File: src/rtl/ts_tx_gen.sv
// MPEG-TS test-stream source: continuous 188-byte packets with a programmable PID,
// a rolling continuity counter and a counting payload on a DATA/DCLK/D_VALID/P_SYNC port.
module ts_tx_gen #(
    parameter int CLK_DIV   = 4,
    parameter int GAP_BYTES = 0
) (
    input  logic        CLK,
    input  logic        RST,
    input  logic        EN,
    input  logic [12:0] PID,
    output logic [7:0]  DATA,
    output logic        DCLK,
    output logic        D_VALID,
    output logic        P_SYNC,
    output logic        PKT_DONE,
    output logic [2:0]  dbg_state
);

    localparam int              DIV_W    = $clog2(CLK_DIV);
    localparam logic [DIV_W-1:0] DIV_LAST = DIV_W'(CLK_DIV - 1);
    localparam logic [DIV_W-1:0] DIV_HALF = DIV_W'(CLK_DIV / 2 - 1);
    localparam logic [7:0]      GAP_LAST = 8'(GAP_BYTES - 1);
    localparam logic [7:0]      LAST_IDX = 8'd187;

    typedef enum logic [2:0] {
        IDLE    = 3'd0,
        SYNC    = 3'd1,
        HDR     = 3'd2,
        PAYLOAD = 3'd3,
        GAP     = 3'd4
    } state_t;

    state_t           state;
    logic [DIV_W-1:0] div_cnt;
    logic [7:0]       byte_idx;
    logic [7:0]       gap_cnt;
    logic [7:0]       payload_cnt;
    logic [3:0]       cc;
    logic [12:0]      pid_q;
    logic             byte_tick;
    logic             start_slot;

    assign byte_tick = (div_cnt == DIV_LAST);
    assign dbg_state = state;

    // Slots where a new packet may begin; EN is only looked at here.
    assign start_slot = (state == IDLE)
                     || (state == GAP && gap_cnt == GAP_LAST)
                     || (state == PAYLOAD && byte_idx == LAST_IDX && GAP_BYTES == 0);

    always_ff @(posedge CLK or negedge RST) begin
        if (!RST) begin
            state       <= IDLE;
            div_cnt     <= '0;
            byte_idx    <= '0;
            gap_cnt     <= '0;
            payload_cnt <= '0;
            cc          <= '0;
            pid_q       <= '0;
            DATA        <= '0;
            DCLK        <= 1'b0;
            D_VALID     <= 1'b0;
            P_SYNC      <= 1'b0;
            PKT_DONE    <= 1'b0;
        end else begin
            PKT_DONE <= 1'b0;
            div_cnt  <= byte_tick ? '0 : div_cnt + DIV_W'(1);

            if (byte_tick) begin
                DCLK <= 1'b0;
            end else if (div_cnt == DIV_HALF) begin
                DCLK <= 1'b1;
            end

            if (byte_tick) begin
                if (start_slot) begin
                    byte_idx <= '0;
                    gap_cnt  <= '0;
                    if (EN) begin
                        state   <= SYNC;
                        pid_q   <= PID;
                        DATA    <= 8'h47;
                        P_SYNC  <= 1'b1;
                        D_VALID <= 1'b1;
                    end else begin
                        state   <= IDLE;
                        DATA    <= 8'h00;
                        P_SYNC  <= 1'b0;
                        D_VALID <= 1'b0;
                    end
                end else begin
                    case (state)
                        SYNC: begin
                            state    <= HDR;
                            byte_idx <= 8'd1;
                            P_SYNC   <= 1'b0;
                            DATA     <= {3'b010, pid_q[12:8]};
                        end
                        HDR: begin
                            byte_idx <= byte_idx + 8'd1;
                            if (byte_idx == 8'd1) begin
                                DATA <= pid_q[7:0];
                            end else if (byte_idx == 8'd2) begin
                                DATA <= {4'b0001, cc};
                            end else begin
                                state       <= PAYLOAD;
                                DATA        <= payload_cnt;
                                payload_cnt <= payload_cnt + 8'd1;
                            end
                        end
                        PAYLOAD: begin
                            if (byte_idx != LAST_IDX) begin
                                byte_idx    <= byte_idx + 8'd1;
                                DATA        <= payload_cnt;
                                payload_cnt <= payload_cnt + 8'd1;
                                // The pulse and cc step mark the edge that drives byte 187.
                                if (byte_idx == LAST_IDX - 8'd1) begin
                                    PKT_DONE <= 1'b1;
                                    cc       <= cc + 4'd1;
                                end
                            end else begin
                                state    <= GAP;
                                byte_idx <= '0;
                                gap_cnt  <= '0;
                                DATA     <= 8'h00;
                                D_VALID  <= 1'b0;
                            end
                        end
                        GAP: begin
                            gap_cnt <= gap_cnt + 8'd1;
                        end
                        default: begin
                            state <= IDLE;
                        end
                    endcase
                end
            end
        end
    end

endmodule

File: config.mk
export PLATFORM = sky130hd
export DESIGN_NAME = ts_tx_gen
export DESIGN_NICKNAME = d
export VERILOG_FILES = /design/src/rtl/ts_tx_gen.sv
export SDC_FILE = /design/constraint.sdc
export NUM_CORES = 1
export LEC_CHECK = 0
export BUFFER_PORTS_ARGS = -buffer_cell sky130_fd_sc_hd__buf_2
export CORE_ASPECT_RATIO = 1.75
export CORE_MARGIN = 8
export CORE_UTILIZATION = 50
export DETAILED_ROUTE_END_ITERATION = 10
export GPL_TIMING_DRIVEN = 1
export PLACE_DENSITY = 0.65
export SYNTH_ARGS = -nofsm -noshare
export SYNTH_HDL_FRONTEND = slang
export SYNTH_SLANG_ARGS = --single-unit
export TNS_END_PERCENT = 100
File: constraint.sdc
create_clock -name CLK -period 3.9 [get_ports CLK]
set_input_delay 0.78 -clock CLK [delete_from_list [all_inputs] [get_ports CLK]]
set_output_delay 0.78 -clock CLK [all_outputs]
set_load 0.05 [all_outputs]
==> Word-level counts from Yosys, hierarchy flattened <==
Cells that the tools add are included.
W data, S select, Z words.
{ "op_classes": {"bitwise_logic": 1, "n_reduce_logical": 19, "n_mux": 36, "eq_ne": 20, "addsub": 5} }
{ "op_table": {"columns": ["op", "count"], "rows": [
  ["$mux W8", 11],
  ["$pmux W8 S3", 2],
  ["$pmux W8 S2", 2],
  ["$add A8 B1 Y8 const B", 3],
  ["$eq A8 B8 Y1 const B", 3],
  ["$mux W1", 14],
  ["$mux W3", 4],
  ["$pmux W3 S4", 1],
  ["$reduce_and A5 Y1", 2],
  ["$ne A3 B3 Y1 const B", 3],
  ["$reduce_and A3 Y1", 3],
  ["$eq A8 B1 Y1 const B", 1],
  ["$eq A8 B2 Y1 const B", 1],
  ["$ne A2 B2 Y1 const B", 4],
  ["$ne A8 B8 Y1 const B", 1],
  ["$reduce_bool A2 Y1", 4],
  ["$mux W7", 1],
  ["$eq A3 B2 Y1 const B", 2],
  ["$reduce_and A6 Y1", 1],
  ["$add A4 B1 Y4 const B", 1],
  ["$reduce_and A2 Y1", 2],
  ["$reduce_bool A4 Y1", 1],
  ["$eq A3 B1 Y1 const B", 1],
  ["$eq A3 B3 Y1 const B", 1],
  ["other kinds (10)", 12]
]} }
{ "word_totals": {"ff_bits": 58, "out_inout_bits": 15, "inputBits": 16, "word_cells": 93} }

==> Depth between registers and ports, before layout <==
{ "depth": {"word_depth": 6, "ltp_mapped": 8} }

==> Worst setup path after synthesis <==
No wires, ideal clock.
{ "synth_timing": {"kind": "flip-flop to flip-flop", "startpoint": "register state[1], in the netlist dbg_state[1]", "endpoint": "register DATA[2]", "slack_ps": 1633, "arrival_time_ps": 2200, "path_buffers": 1, "required_time_ps": 3833, "stages_incl_launch_ff": 7, "synth_period_minus_slack_ps": 2267, "path_cell_list": "dfrtp_1 -> buf_2 -> or3b_2 -> nor4_4 -> a21oi_1 -> o311ai_0 -> a22o_1"} }
{ "synth_via": {"elab_chain_cells": 6, "word_cells_on_any_way": 13, "cone_classes": "eq/ne (4); mux (2); reduce/logical (7)"} }
{ "synth_rtl": {"columns": ["item", "line_no", "text"], "rows": [
  ["start, declared", "33", "state_t state;"],
  ["start signal, assigned", "53", "state <= IDLE;"],
  ["start signal, assigned", "80", "state <= SYNC;"],
  ["start signal, assigned", "86", "state <= IDLE;"],
  ["$eq A3 B3 Y1", "48", "|| (state == GAP && gap_cnt == GAP_LAST)"],
  ["$logic_and A1 B1 Y1", "48", null],
  ["$logic_or A1 B1 Y1", "48", null],
  ["$logic_or A1 B1 Y1", "49", "|| (state == PAYLOAD && byte_idx == LAST_IDX && GAP_BYTES == 0);"],
  ["$reduce_bool A4 Y1 (no source line)", null, null],
  ["$reduce_and A2 Y1 (no source line)", null, null],
  ["end signal, assigned", "97", "DATA <= {3'b010, pid_q[12:8]};"],
  ["end signal, assigned", "102", "DATA <= pid_q[7:0];"],
  ["end signal, assigned", "104", "DATA <= {4'b0001, cc};"],
  ["end, declared", "11", "output logic [7:0] DATA,"]
]} }
Several ways; a longest one is shown, not always the timed one.
A chain may end at the register's enable or synchronous reset.

==> Final worst setup path <==
{ "layout_timing": {"startpoint": "register byte_idx[2]", "endpoint": "register pid_q[2]"} }
{ "layout_via": {"elab_chain_cells": 4} }
{ "layout_rtl": {"columns": ["item", "line_no", "text"], "rows": [
  ["start, declared", "35", "logic [7:0] byte_idx;"],
  ["start signal, assigned", "100", "byte_idx <= byte_idx + 8'd1;"],
  ["start signal, assigned", "113", "byte_idx <= byte_idx + 8'd1;"],
  ["$eq A8 B8 Y1", "49", null],
  ["$logic_and A1 B1 Y1", "49", null],
  ["$logic_or A1 B1 Y1", "49", null],
  ["$reduce_and A3 Y1 (no source line)", null, null],
  ["end signal, assigned", "59", "pid_q <= '0;"],
  ["end signal, assigned", "81", "pid_q <= PID;"],
  ["end, declared", "39", "logic [12:0] pid_q;"]
]} }
No other way between the ends.

==> impl_metrics.csv <==
group,metric,value,unit
status,outcome,"finished, final reports clean",
global_route,gr-total-overflow,0,
setup_path,crit_family,"simple AND/OR/NAND/NOR gates",
power,vdd_drop_max,0.365,mV
power,p_clk_frac,0.280,
sta,rsz0062_at_grt,"false",
power,power_leakage,1.55,nW
detailed_routing,first_pass_iters,4,
setup_path,cp-end-kind,"register",
power,switchingPower,0.976,mW
layout,drive_above_1_share,0.226,
clock_network,cts_made_buffers,9,
global_route,grt_pass1_wl,11.7,mm
synthesis,synth_area_per_cell,10.4,um^2
hold_path,hold_class,"in -> async",
layout,design_area,3480,um^2
synthesis,synth_nets,317,
setup_path,path_cells,"or2_1, nor4_2, a21oi_1, nor3_4, mux2_2",
global_route,grt_antenna_before_repair,0,
synthesis,synth_top_area_share,0.475,
clock_network,cts_tree,"built",
synthesis,synth_common_cells,"dfrtp_1 (58), nand2_1 (23), nor2_1 (23)",
sta,max_freq,0.399,GHz
global_route,grt_max_degree,32,
placement,place_hpwl,5.30,mm
setup_path,worstPathMaxFanout,15,
power,swShare,0.392,
synthesis,seq_area_frac_synth,0.475,
job,maxCapViolations,0,
floorplanning,start_util,0.520,
placement,port_buffers,30,
clock_network,cts_sinks,58,
sta,skew,6.46,ps
setup_path,slowest_delay,590,ps
setup_path,crit_type,"reg -> reg",
setup_path,reg2reg_depth,5,
clock_network,cts_setup_buffers,0,
detailed_routing,drtIter0Drc,106,
setup_path,required,4140,ps
layout,seq_area,1450,um^2
clock_network,cts-root-buf,"clkbuf_8",
clock_network,htree_levels,3,
detailed_routing,drt_wl_total,7.06,mm
clock_network,clk_path_buf_depth,2,
global_route,grt.total_usage,0.175,
setup_path,arrival,2750,ps
synthesis,synth_flop_cell,"dfrtp_1",
clock_network,cts_resized,0,
power,power_frac_seq,0.359,
global_route,grt_pass1_vias,2377,
synthesis,yosys-top-cells-area,"dfrtp_1 (48%), mux2_2 (5.2%), ha_1 (3.3%)",
detailed_routing,via_per_inst,5.71,
setup_path,start_kind,"register",
placement,placed_cell_area,3230,um^2
synthesis,async_reset_ff_frac,1.00,
placement,gp_congestion,0.836,
synthesis,ys_types,54,
synthesis,syn_inst,293,
setup_path,crit_buf_inv,0,
setup_path,rrSetupSlack,1390,ps
sta,finalSetupTns,0,ps
layout,multi_input_area,1500,um^2
floorplanning,die_x,75.1,um
sta,fin_crit_sh,0.643,
floorplanning,dieArea,8970,um^2
floorplanning,fp-row-count,37,
sta,relSlewSlack,0.535,
detailed_routing,ant_nets,0,
setup_path,slowest_stage,"nor3_4",
floorplanning,io_pins,31,
detailed_routing,wl_per_cell,17.4,um
detailed_routing,drc,0,
synthesis,post-synth-top-count-cell,"dfrtp_1",
power,power_frac_comb,0.361,
detailed_routing,num_vias,2313,
setup_path,crit_start,"byte_idx[2]$_DFFE_PN0P_",
setup_path,crit_end,"pid_q[2]$_DFFE_PN0P_",
floorplanning,core,5880,um^2
power,power_density,716,nW/um^2
sta,min_period,2510,ps
sta,slew_viol_final,0,
setup_path,cp_num_cells,5,
synthesis,synth_edf_count,0,
layout,final_util,0.592,
clock_network,clk_latency,350,ps
layout,syn_to_final_growth,13.9,%
synthesis,ys_seq_elements,58,
layout,nets,346,
sta,worstMarginPinSlew,698,ps
setup_path,r2r_start,"byte_idx[2]$_DFFE_PN0P_",
power,intPower,1.52,mW
synthesis,synth_area,3060,um^2
sta,final_hold_viol_count,0,
layout,fillers,531,
synthesis,synth.largest_area_cell,"dfrtp_1",
setup_path,r2r_end,"pid_q[2]$_DFFE_PN0P_",
sta,setup_viol,0,
clock_network,path_clk_slew,60,ps
clock_network,hold_buffers,0,
layout,antenna_cells,0,
floorplanning,die_h,119,um
synthesis,yosys_warnings,0,
## sequential cells by signal, summed over array words and instances (netlist names)
signal	count
pid_q	13
DATA	8
byte_idx	8
gap_cnt	8
payload_cnt	8
cc	4
dbg_state	3
div_cnt	2
DCLK	1
D_VALID	1
PKT_DONE	1
P_SYNC	1
## power groups by stage
stage	Sequential, mW	Clock (mW)	Combinational, mW
after floorplan	1.02	0	0.580
after global placement	0.899	0	0.887
after detailed placement	0.904	0	0.903
after CTS	0.893	0.712	0.906
after global routing	0.919	0.737	0.974
final	0.895	0.699	0.899
## routing by layer
metal / global-route usage / part of all wire
met5: 0 / 0
met4: 0.107 / 0.027
met2: 0.291 / 0.52
met1: 0.186 / 0.40
met3: 0.0487 / 0.048
## logic make-up after synthesis
| family | share of synthesized area |
|---|---|
| AND/OR/NAND/NOR | 0.202 |
| AO/OA/AOI/OAI | 0.155 |
| flip-flops | 0.475 |
| buffers and inverters | 0.0352 |
| multiplexers | 0.0622 |
| XOR/XNOR | 0.0373 |
| adder cells (fa/ha/maj) | 0.0328 |
## cell type report
| class | instances | share of cell area |
|---|---|---|
| timing repair buffer | 31 | 0.0453 |
| tap | 78 | 0.0280 |
| multi-input combinational | 215 | 0.430 |
| inverter | 7 | 0.00755 |
| clock inverter | 5 | 0.0288 |
| clock buffer | 11 | 0.0435 |
| sequential | 58 | 0.417 |
## worst min path at each step
stage | from | endpoint | slack (ps) | depth (start not counted)
4_1_cts | div_cnt[0]$_DFF_PN0_ | div_cnt[0]$_DFF_PN0_ | 470 | 1
3_3_place_gp | div_cnt[0]$_DFF_PN0_ | div_cnt[0]$_DFF_PN0_ | 450 | 1
6_report | RST | dbg_state[2]$_DFFE_PN0P_ | 470 | 1
2_1_floorplan | div_cnt[0]$_DFF_PN0_ | div_cnt[0]$_DFF_PN0_ | 430 | 1
5_1_grt | div_cnt[0]$_DFF_PN0_ | div_cnt[0]$_DFF_PN0_ | 510 | 1
3_5_place_dp | div_cnt[0]$_DFF_PN0_ | div_cnt[0]$_DFF_PN0_ | 460 | 1
## cell usage in the layout, fill, tap and decap left out, types with 3 or more instances in the layout
| cell type | instances |
|---|---|
| xor2_1 | 4 |
| or2_2 | 3 |
| buf_2 | 30 |
| nand3_1 | 11 |
| nand2b_1 | 7 |
| o31ai_1 | 6 |
| dfrtp_1 | 58 |
| o21ai_0 | 19 |
| and3_1 | 6 |
| nand2_1 | 23 |
| o311ai_0 | 3 |
| clkbuf_8 | 11 |
| a21oi_1 | 12 |
| inv_1 | 7 |
| bufinv_16 | 3 |
| xnor2_1 | 9 |
| a31oi_1 | 3 |
| nand4_1 | 8 |
| ha_1 | 8 |
| nor2b_1 | 7 |
| nor3_1 | 5 |
| nor2_1 | 23 |
| mux2_2 | 14 |
| a22o_1 | 7 |
## stage by stage
step / hold WS (ps) / std cells / total power, mW / setup slack, ps
6_report: 473 / 405 / 2.49 / 1390
5_1_grt: 512 / 405 / 2.63 / 1200
4_1_cts: 470 / 405 / 2.51 / 1390
3_5_place_dp: 462 / 389 / 1.81 / 1400
3_3_place_gp: 445 / 389 / 1.79 / 1450
2_1_floorplan: 430 / 293 / 1.60 / 1630
(Power assumes the default switching activity.)
